<file path="config.mk">
export PLATFORM = sky130hd
export DESIGN_NAME = change_dispenser_flat
export DESIGN_NICKNAME = d
export VERILOG_FILES = /design/src/rtl/change_dispenser_if.sv /design/src/rtl/change_dispenser.sv /design/src/flat_wrapper.sv
export SDC_FILE = /design/constraint.sdc
export NUM_CORES = 1
export LEC_CHECK = 0
export CORE_MARGIN = 10
export CORE_UTILIZATION = 51
export CTS_BUF_LIST = sky130_fd_sc_hd__clkbuf_16
export CTS_CLUSTER_DIAMETER = 50
export CTS_CLUSTER_SIZE = 28
export DETAILED_ROUTE_END_ITERATION = 12
export GPL_TIMING_DRIVEN = 0
export PLACE_DENSITY = 0.92
export SETUP_SLACK_MARGIN = 0.3
export SLEW_MARGIN = 25
export SYNTH_ARGS = -nofsm -noshare
export SYNTH_HDL_FRONTEND = slang
export SYNTH_SLANG_ARGS = --single-unit
export TNS_END_PERCENT = 10
</file>
<file path="constraint.sdc">
create_clock -name clk -period 3.2 [get_ports clk]
set_clock_uncertainty 0.05 [all_clocks]
set_input_delay 0.96 -clock clk [delete_from_list [all_inputs] [get_ports clk]]
set_output_delay 0.96 -clock clk [all_outputs]
set_load 0.02 [all_outputs]
</file>
<file path="src/rtl/change_dispenser_if.sv">
// Coin-return bus: payout request, tube refill, ejector pulses and status between controller and its host.
// Ports are grouped so that the host drives the master side and the dispenser sits on the slave side.
interface change_dispenser_if #(
  parameter int AMT_W  = 9,
  parameter int TUBE_W = 5
);
  logic              start;
  logic [AMT_W-1:0]  amount;
  logic              load;
  logic [TUBE_W-1:0] load_q;
  logic [TUBE_W-1:0] load_d;
  logic [TUBE_W-1:0] load_n;
  logic              busy;
  logic              done;
  logic              short;
  logic [AMT_W-1:0]  remaining;
  logic              eject_q;
  logic              eject_d;
  logic              eject_n;
  logic [TUBE_W-1:0] quart;
  logic [TUBE_W-1:0] dim;
  logic [TUBE_W-1:0] nick;

  modport master (
    output start, amount, load, load_q, load_d, load_n,
    input  busy, done, short, remaining, eject_q, eject_d, eject_n, quart, dim, nick
  );

  modport slave (
    input  start, amount, load, load_q, load_d, load_n,
    output busy, done, short, remaining, eject_q, eject_d, eject_n, quart, dim, nick
  );
endinterface

</file>
<file path="src/rtl/change_dispenser.sv">
// Greedy quarter/dime/nickel payout: one coin per (2 + GAP_CYCLES)-cycle slot, done one cycle after the last SELECT.
// No backpressure: start/load are only honoured in IDLE and are dropped, not queued, while busy.
module change_dispenser #(
  parameter int AMT_W      = 9,
  parameter int TUBE_W     = 5,
  parameter int TUBE_MAX   = 20,
  parameter int GAP_CYCLES = 1
) (
  input logic               clk,
  input logic               rst,
  change_dispenser_if.slave bus
);

  typedef enum logic [1:0] {ST_IDLE, ST_SELECT, ST_EJECT, ST_GAP} state_t;
  typedef enum logic [1:0] {COIN_NONE, COIN_Q, COIN_D, COIN_N} coin_t;

  localparam int GAP_W = (GAP_CYCLES > 1) ? $clog2(GAP_CYCLES) : 1;

  state_t            state_q, state_d;
  coin_t             coin_q, coin_d;
  logic [AMT_W-1:0]  remaining_q, remaining_d;
  logic              short_q, short_d;
  logic              done_q, done_d;
  logic [TUBE_W-1:0] quart_q, quart_d;
  logic [TUBE_W-1:0] dim_q, dim_d;
  logic [TUBE_W-1:0] nick_q, nick_d;
  logic [GAP_W-1:0]  gap_q, gap_d;

  function automatic logic [TUBE_W-1:0] clamp(input logic [TUBE_W-1:0] v);
    return (v > TUBE_W'(TUBE_MAX)) ? TUBE_W'(TUBE_MAX) : v;
  endfunction

  always_ff @(posedge clk) begin
    if (rst) begin
      state_q     <= ST_IDLE;
      coin_q      <= COIN_NONE;
      remaining_q <= '0;
      short_q     <= 1'b0;
      done_q      <= 1'b0;
      quart_q     <= '0;
      dim_q       <= '0;
      nick_q      <= '0;
      gap_q       <= '0;
    end else begin
      state_q     <= state_d;
      coin_q      <= coin_d;
      remaining_q <= remaining_d;
      short_q     <= short_d;
      done_q      <= done_d;
      quart_q     <= quart_d;
      dim_q       <= dim_d;
      nick_q      <= nick_d;
      gap_q       <= gap_d;
    end
  end

  always_comb begin
    state_d     = state_q;
    coin_d      = coin_q;
    remaining_d = remaining_q;
    short_d     = short_q;
    done_d      = 1'b0;
    quart_d     = quart_q;
    dim_d       = dim_q;
    nick_d      = nick_q;
    gap_d       = gap_q;
    case (state_q)
      ST_IDLE: begin
        // Load lands on the same edge as start, so SELECT sees the refilled tubes.
        if (bus.load) begin
          quart_d = clamp(bus.load_q);
          dim_d   = clamp(bus.load_d);
          nick_d  = clamp(bus.load_n);
        end
        if (bus.start) begin
          remaining_d = bus.amount;
          short_d     = 1'b0;
          state_d     = ST_SELECT;
        end
      end
      ST_SELECT: begin
        if (remaining_q >= AMT_W'(25) && quart_q != '0) begin
          coin_d      = COIN_Q;
          quart_d     = quart_q - TUBE_W'(1);
          remaining_d = remaining_q - AMT_W'(25);
          state_d     = ST_EJECT;
        end else if (remaining_q >= AMT_W'(10) && dim_q != '0) begin
          coin_d      = COIN_D;
          dim_d       = dim_q - TUBE_W'(1);
          remaining_d = remaining_q - AMT_W'(10);
          state_d     = ST_EJECT;
        end else if (remaining_q >= AMT_W'(5) && nick_q != '0) begin
          coin_d      = COIN_N;
          nick_d      = nick_q - TUBE_W'(1);
          remaining_d = remaining_q - AMT_W'(5);
          state_d     = ST_EJECT;
        end else begin
          coin_d  = COIN_NONE;
          done_d  = 1'b1;
          short_d = (remaining_q != '0);
          state_d = ST_IDLE;
        end
      end
      ST_EJECT: begin
        gap_d   = '0;
        state_d = ST_GAP;
      end
      ST_GAP: begin
        if (gap_q == GAP_W'(GAP_CYCLES - 1)) begin
          state_d = ST_SELECT;
        end else begin
          gap_d = gap_q + GAP_W'(1);
        end
      end
      default: state_d = ST_IDLE;
    endcase
  end

  always_comb begin
    bus.busy      = (state_q != ST_IDLE);
    bus.done      = done_q;
    bus.short     = short_q;
    bus.remaining = remaining_q;
    bus.eject_q   = (state_q == ST_EJECT) && (coin_q == COIN_Q);
    bus.eject_d   = (state_q == ST_EJECT) && (coin_q == COIN_D);
    bus.eject_n   = (state_q == ST_EJECT) && (coin_q == COIN_N);
    bus.quart     = quart_q;
    bus.dim       = dim_q;
    bus.nick      = nick_q;
  end

endmodule

</file>
<file path="src/flat_wrapper.sv">
// flat-port wrapper written by rule: the top's interface ports become plain ports
module change_dispenser_flat 
#(
  parameter int AMT_W      = 9,
  parameter int TUBE_W     = 5,
  parameter int TUBE_MAX   = 20,
  parameter int GAP_CYCLES = 1
)
  (clk, rst, bus_start, bus_amount, bus_load, bus_load_q, bus_load_d, bus_load_n, bus_busy, bus_done, bus_short, bus_remaining, bus_eject_q, bus_eject_d, bus_eject_n, bus_quart, bus_dim, bus_nick);
  change_dispenser_if #(.AMT_W(AMT_W), .TUBE_W(TUBE_W)) bus_i ();
  input logic clk;
  input logic rst;
  input wire logic [$bits(bus_i.start)-1:0] bus_start;
  input wire logic [$bits(bus_i.amount)-1:0] bus_amount;
  input wire logic [$bits(bus_i.load)-1:0] bus_load;
  input wire logic [$bits(bus_i.load_q)-1:0] bus_load_q;
  input wire logic [$bits(bus_i.load_d)-1:0] bus_load_d;
  input wire logic [$bits(bus_i.load_n)-1:0] bus_load_n;
  output wire logic [$bits(bus_i.busy)-1:0] bus_busy;
  output wire logic [$bits(bus_i.done)-1:0] bus_done;
  output wire logic [$bits(bus_i.short)-1:0] bus_short;
  output wire logic [$bits(bus_i.remaining)-1:0] bus_remaining;
  output wire logic [$bits(bus_i.eject_q)-1:0] bus_eject_q;
  output wire logic [$bits(bus_i.eject_d)-1:0] bus_eject_d;
  output wire logic [$bits(bus_i.eject_n)-1:0] bus_eject_n;
  output wire logic [$bits(bus_i.quart)-1:0] bus_quart;
  output wire logic [$bits(bus_i.dim)-1:0] bus_dim;
  output wire logic [$bits(bus_i.nick)-1:0] bus_nick;
  assign bus_i.start = bus_start;
  assign bus_i.amount = bus_amount;
  assign bus_i.load = bus_load;
  assign bus_i.load_q = bus_load_q;
  assign bus_i.load_d = bus_load_d;
  assign bus_i.load_n = bus_load_n;
  assign bus_busy = bus_i.busy;
  assign bus_done = bus_i.done;
  assign bus_short = bus_i.short;
  assign bus_remaining = bus_i.remaining;
  assign bus_eject_q = bus_i.eject_q;
  assign bus_eject_d = bus_i.eject_d;
  assign bus_eject_n = bus_i.eject_n;
  assign bus_quart = bus_i.quart;
  assign bus_dim = bus_i.dim;
  assign bus_nick = bus_i.nick;
  change_dispenser #(.AMT_W(AMT_W), .TUBE_W(TUBE_W), .TUBE_MAX(TUBE_MAX), .GAP_CYCLES(GAP_CYCLES)) u_core (.clk(clk), .rst(rst), .bus(bus_i));
endmodule
</file>
-- After elaboration in Yosys (flattened, before gate mapping)
Cells that the tools add are included.
- bits in registers: 31
- logic and storage cells: 97
- add/subtract/negate cells: 7
- order comparisons: 6
- eq/ne operators: 16
- multiplexer cells: 37
- bitwise gates (word level): 1
- reduce and logical (&&, ||, !) cells: 21
- operator list (kind ; number):
    5-bit two-way mux ; 12
    9-bit two-way mux ; 4
    5-bit one-hot mux with 2 select lines ; 3
    9-bit one-hot mux with 2 select lines ; 1
    2-bit two-way mux ; 8
    5-bit greater-than comparator, second input constant ; 3
    5-bit nonzero test ; 3
    5-bit by 1-bit subtractor with 5-bit output, second input constant ; 3
    2-bit inequality test, second input constant ; 6
    5-bit AND reduction ; 2
    9-bit by 3-bit greater-or-equal comparator with 1-bit output, second input constant ; 1
    9-bit by 4-bit greater-or-equal comparator with 1-bit output, second input constant ; 1
    9-bit by 5-bit greater-or-equal comparator with 1-bit output, second input constant ; 1
    9-bit nonzero test ; 1
    9-bit by 3-bit subtractor with 9-bit output, second input constant ; 1
    9-bit by 4-bit subtractor with 9-bit output, second input constant ; 1
    9-bit by 5-bit subtractor with 9-bit output, second input constant ; 1
    2-bit equality test, second input constant ; 4
    2-bit one-hot mux with 4 select lines ; 1
    1-bit logical AND ; 6
    1-bit two-way mux ; 6
    2-bit by 1-bit inequality test with 1-bit output, second input constant ; 3
    3-bit AND reduction ; 2
    2-bit nonzero test ; 3
    other kinds (9) ; 11

-- Depth between registers and ports, before layout
Gate-level depths: netlist (run 1).
- depth after elaboration: 6
- depth in mapped cells: 10
- gate-level depth less buffers: 8

-- Worst setup path after synthesis (run 1)
OpenSTA, ideal clock, no wires.
- path kind: flip-flop to flip-flop
- start: register u_core.remaining_q[1], in the netlist u_core.bus.remaining[1]
- end: register u_core.remaining_q[2], in the netlist u_core.bus.remaining[2]
- setup time: 0.101 ns
- arrival time: 2.275 ns
- data required time: 3.049 ns
- slack: 0.774 ns
- stages on the path, launching flop included: 8
- period minus slack after synthesis: 2.426 ns
- cells stage by stage: dfxtp_1 > inv_1 > ha_1 > a2111o_1 > o31a_1 > o31ai_1 > a31oi_1 > o41ai_1
- word-level cells in the longest chain between the ends: 5
- elaborated cells on any way between the ends: 15
- those cells by class: add/sub: 3; order compare: 3; eq/ne: 1; mux: 4; reduce/logical: 4
- ends and longest elaborated chain (item ; RTL line ; source):
    start, declared ; change_dispenser.sv:21 ; logic [AMT_W-1:0] remaining_q, remaining_d;
    start signal, assigned ; change_dispenser.sv:47 ; remaining_q <= remaining_d;
    9-bit by 3-bit subtractor with 9-bit output or 9-bit by 4-bit greater-or-equal comparator with 1-bit output (tied branches) ; change_dispenser.sv:95, change_dispenser.sv:87 ;
    9-bit two-way mux or 1-bit logical AND (tied branches) ; change_dispenser.sv:92, change_dispenser.sv:87 ;
    9-bit two-way mux ; change_dispenser.sv:87 ; end else if (remaining_q >= AMT_W'(10) && dim_q != '0) begin
    9-bit two-way mux ; change_dispenser.sv:82 ; if (remaining_q >= AMT_W'(25) && quart_q != '0) begin
    9-bit one-hot mux with 2 select lines ; change_dispenser.sv:67 ; case (state_q)
Parallel ways exist; a longest one is shown, timed or not. The select of a mux whose other input is x is not followed.
A chain may end at the register's enable or synchronous reset.

-- Worst setup path in the final report (run 1)
- start: register u_core.state_q[0]
- end: output port bus_busy
- word-level cells in the longest chain between the ends: 1
- ends and longest elaborated chain (item ; RTL line ; source):
    start, declared ; change_dispenser.sv:19 ; state_t state_q, state_d;
    start signal, assigned ; change_dispenser.sv:45 ; state_q <= state_d;
    2-bit nonzero test ; change_dispenser.sv:120 ; bus.busy = (state_q != ST_IDLE);
    end, declared ; flat_wrapper.sv:19 ; output wire logic [$bits(bus_i.busy)-1:0] bus_busy;
No other way between the ends.

==> impl_metrics.env, run 1 <==
export IMPL_synth_edff_count=0
export IMPL_globalplace_congestion=0.977
export IMPL_cellLeakagePower_nw=1.19
export IMPL_timing_critical_path_from_type="flip-flop"
export IMPL_antenna_left=0
export IMPL_synth_ff_latch_count=30
export IMPL_hp_class="flip-flop to flip-flop"
export IMPL_hold_viol_final=0
export IMPL_max_freq_mhz=353
export IMPL_dominant_synthesized_flop_cell="sky130_fd_sc_hd__dfxtp_1"
export IMPL_slew_at_the_pin_closest_to_its_max_slew_limit_ps=899
export IMPL_synth_most_common_cell="sky130_fd_sc_hd__nand2_1"
export IMPL_avgSynthCellArea_um2=7.51
export IMPL_preCtsSetupSlack_ps=438
export IMPL_synth_top_area_cell="sky130_fd_sc_hd__dfxtp_1"
export IMPL_finalCriticalPeriod_ps=2840
export IMPL_grt_total_usage_pct=20.4
export IMPL_max_vdd_ir_drop_uv=412
export IMPL_global_route_wire_length_before_repair_um=14200
export IMPL_port_buf_inserts=56
export IMPL_synth_warnings=0
export IMPL_max_slew_margin_rel_pct=39.9
export IMPL_syn_cell_area_um2=2490
export IMPL_via_count=3050
export IMPL_design_die_area_um2=8090
export IMPL_cts_max_level=2
export IMPL_cts_root_to_sink_buffers=2
export IMPL_diodes=0
export IMPL_timing_final_setup_violations=0
export IMPL_critical_path_top_delay_family="buffers and inverters"
export IMPL_power_mw=2.79
export IMPL_fin_area_um2=3280
export IMPL_yosys_top_cells_area="sky130_fd_sc_hd__dfxtp_1 24%, sky130_fd_sc_hd__ha_1 8.0%, sky130_fd_sc_hd__a21oi_1 5.4%, sky130_fd_sc_hd__nand2_1 5.0%, sky130_fd_sc_hd__nor2_1 4.4%"
export IMPL_tritoncts_clock_tree="built"
export IMPL_seq_power_share_pct=21.0
export IMPL_drc=0
export IMPL_gate_power_share_pct=62.7
export IMPL_fp_row_count=25
export IMPL_yosys_cell_types_count=61
export IMPL_endpoint_kind="output pin"
export IMPL_largest_net_degree_at_the_start_of_global_routing=13
export IMPL_synth_common_cells="33 x sky130_fd_sc_hd__nand2_1, 30 x sky130_fd_sc_hd__dfxtp_1, 29 x sky130_fd_sc_hd__nor2_1, 27 x sky130_fd_sc_hd__a21oi_1, 18 x sky130_fd_sc_hd__o21ai_0"
export IMPL_internal_power_mw=1.41
export IMPL_io_pins=58
export IMPL_detail_route_wirelength_um=8690
export IMPL_required_ps=2190
export IMPL_status="finished clean"
export IMPL_placed_cell_area_um2=3140
export IMPL_setup_tns_ps=0
export IMPL_cts_setup_buffers=0
export IMPL_post_layout_nonfiller_instances=463
export IMPL_critical_path_max_fanout=8
export IMPL_drive_above_1_share_pct=5.56
export IMPL_report_final_slew_viol_count=0
export IMPL_timing_hold_ws_ps=443
export IMPL_power_share_switching_pct=49.4
export IMPL_synth_net_count=376
export IMPL_post_drt_via_cell_ratio=6.59
export IMPL_synth_seq_area_share_pct=24.1
export IMPL_cpMaxStageDelayCell="sky130_fd_sc_hd__clkdlybuf4s50_1"
export IMPL_first_global_vias=2865
export IMPL_detail_route_first_pass_iterations=6
export IMPL_post_cts_hold_fix_bufs=0
export IMPL_postSynth_asyncResetShare_pct=0
export IMPL_areaGrowthSynthToFinish_pct=31.5
export IMPL_critPathMostFrequentCell="sky130_fd_sc_hd__inv_1"
export IMPL_final_core_util_pct=69.4
export IMPL_critical_path_n_buffers_inverters=4
export IMPL_cpPeakStageDelay_ps=620
export IMPL_clock_latency_ps=280
export IMPL_core_area_um2=4720
export IMPL_clock_root_buffer="sky130_fd_sc_hd__clkbuf_16"
export IMPL_grt_setup_unrepaired="true"
export IMPL_fraction_of_post_synthesis_cell_area_in_the_top_cell_type_by_area_pct=24.1
export IMPL_share_clk_of_total_power_pct=16.3
export IMPL_critical_path_class="flip-flop to output pin"
export IMPL_numClockSinks=30
export IMPL_finalWorstSetupSlack_ps=364
export IMPL_synthCells=332
export IMPL_placed_wire_length_estimate_after_detailed_placement_um=6400
export IMPL_switching_power_mw=1.38
export IMPL_antenna_violations_before_repair=0
export IMPL_worstPathArrival_ps=1830
export IMPL_die_w_um=89.9
export IMPL_detailedRoute_firstIterationViolations=404
export IMPL_placed_cells=455
export IMPL_critical_path_cell_chain="inv_1, ha_1, clkbuf_1, inv_1, clkdlybuf4s50_1"
export IMPL_layout_nets=439
export IMPL_cts_clk_slew_worst_paths_ps=50
export IMPL_cts_made_buffers=5
export IMPL_dieHeight_um=89.9
export IMPL_starting_density_of_the_core_pct=52.8
export IMPL_routedWlPerCell_um=18.8
export IMPL_finalCritPeriodShare_pct=88.6
export IMPL_grt_remaining_overflow=0
export IMPL_timing_max_cap_violations=0
export IMPL_power_density_nw_per_um2=851
==> cell usage in the layout (no fill, tap or decap), types with 8 or more instances in the layout <==
cell type	Yosys	final
sky130_fd_sc_hd__dfxtp_1	30	30
sky130_fd_sc_hd__a31oi_1	9	9
sky130_fd_sc_hd__nand3_1	12	12
sky130_fd_sc_hd__clkdlybuf4s50_1	0	56
sky130_fd_sc_hd__clkbuf_1	15	15
sky130_fd_sc_hd__o21ai_0	18	18
sky130_fd_sc_hd__nor2_1	29	29
sky130_fd_sc_hd__nand2_1	33	33
sky130_fd_sc_hd__nor3_1	11	11
sky130_fd_sc_hd__nand4_1	8	8
sky130_fd_sc_hd__a21oi_1	27	27
sky130_fd_sc_hd__ha_1	16	16
sky130_fd_sc_hd__inv_1	17	17
sky130_fd_sc_hd__o211ai_1	9	9
==> metal layers <==
metal  share of wire [%]  track usage (%)  routed length (um)  vias up
li1                    -                -                   -     1388
met1                  40             24.7                3490     1392
met2                  45             33.1                3940      229
met3                  11             5.82                 953       41
met4                 3.6             8.09                 314        0
met5                   0                0                   0        -
==> worst reg2reg max path: stages (launching register included) <==
cell                       delay, ps
sky130_fd_sc_hd__dfxtp_1         580
sky130_fd_sc_hd__inv_1            90
sky130_fd_sc_hd__ha_1            240
sky130_fd_sc_hd__nor2b_1         180
sky130_fd_sc_hd__o211a_1         240
sky130_fd_sc_hd__o21ai_1         300
sky130_fd_sc_hd__clkbuf_1        450
sky130_fd_sc_hd__a21oi_1         190
sky130_fd_sc_hd__o311a_1         370
==> power groups by stage <==
stage          clock, mW  sequential [mW]  combinational, mW
2_1_floorplan          0            0.656               1.10
3_3_place_gp           0            0.585               1.66
3_5_place_dp           0            0.588               1.69
4_1_cts            0.452            0.582               1.70
5_1_grt            0.468            0.599               1.89
6_report           0.453            0.587               1.75
==> logic make-up after synthesis <==
group / Yosys count / synth area share (%)
and+or+nand+nor: 125 / 26.1
AOI/OAI and AO/OA: 120 / 34.5
buffers and inverters: 38 / 6.22
DFF: 30 / 24.1
adders and majority gates: 16 / 8.03
xor gates and xnor gates: 3 / 1.05
==> path summary, 6_finish.rpt <==
check                                              from                       to  slack (ps)  depth (start not counted)
worst min-delay path                   u_core.bus.short         u_core.bus.short         440                          2
worst max register to register  u_core.bus.remaining[2]  u_core.bus.remaining[0]         400                          8
worst max-delay path                  u_core.state_q[0]                 bus_busy         360                          5
worst min register to register         u_core.bus.short         u_core.bus.short         440                          2
==> repair_timing <==
item                                    4_1_cts  5_1_grt
resized for setup                             0        1
endpoints found under the setup margin        0        5
hold endpoints to repair                      0        0
==> layout make-up <==
cell class | count | area [um^2]
buffer | 20 | 87.6
clock buffer | 5 | 125
clock inverter | 3 | 11.3
fill | 398 | 1440
inverter | 18 | 67.6
multi-input combinational | 264 | 1740
sequential | 30 | 601
tap | 67 | 83.8
timing repair buffer | 56 | 561
==> state kept, by name, indices dropped and copies added (netlist names) <==
name and cells:
u_core.bus.dim 5, u_core.bus.done 1, u_core.bus.nick 5, u_core.bus.quart 5, u_core.bus.remaining 9, u_core.bus.short 1, u_core.coin_q 2, u_core.state_q 2
(Power assumes the default switching activity.)
==> run 2, diff against run 1 <==
Settings changed: CTS_CLUSTER_DIAMETER 50 to default.
==> results of run 2 <==
Same layout as run 1: the final DEF is identical, and so are final timing and power.
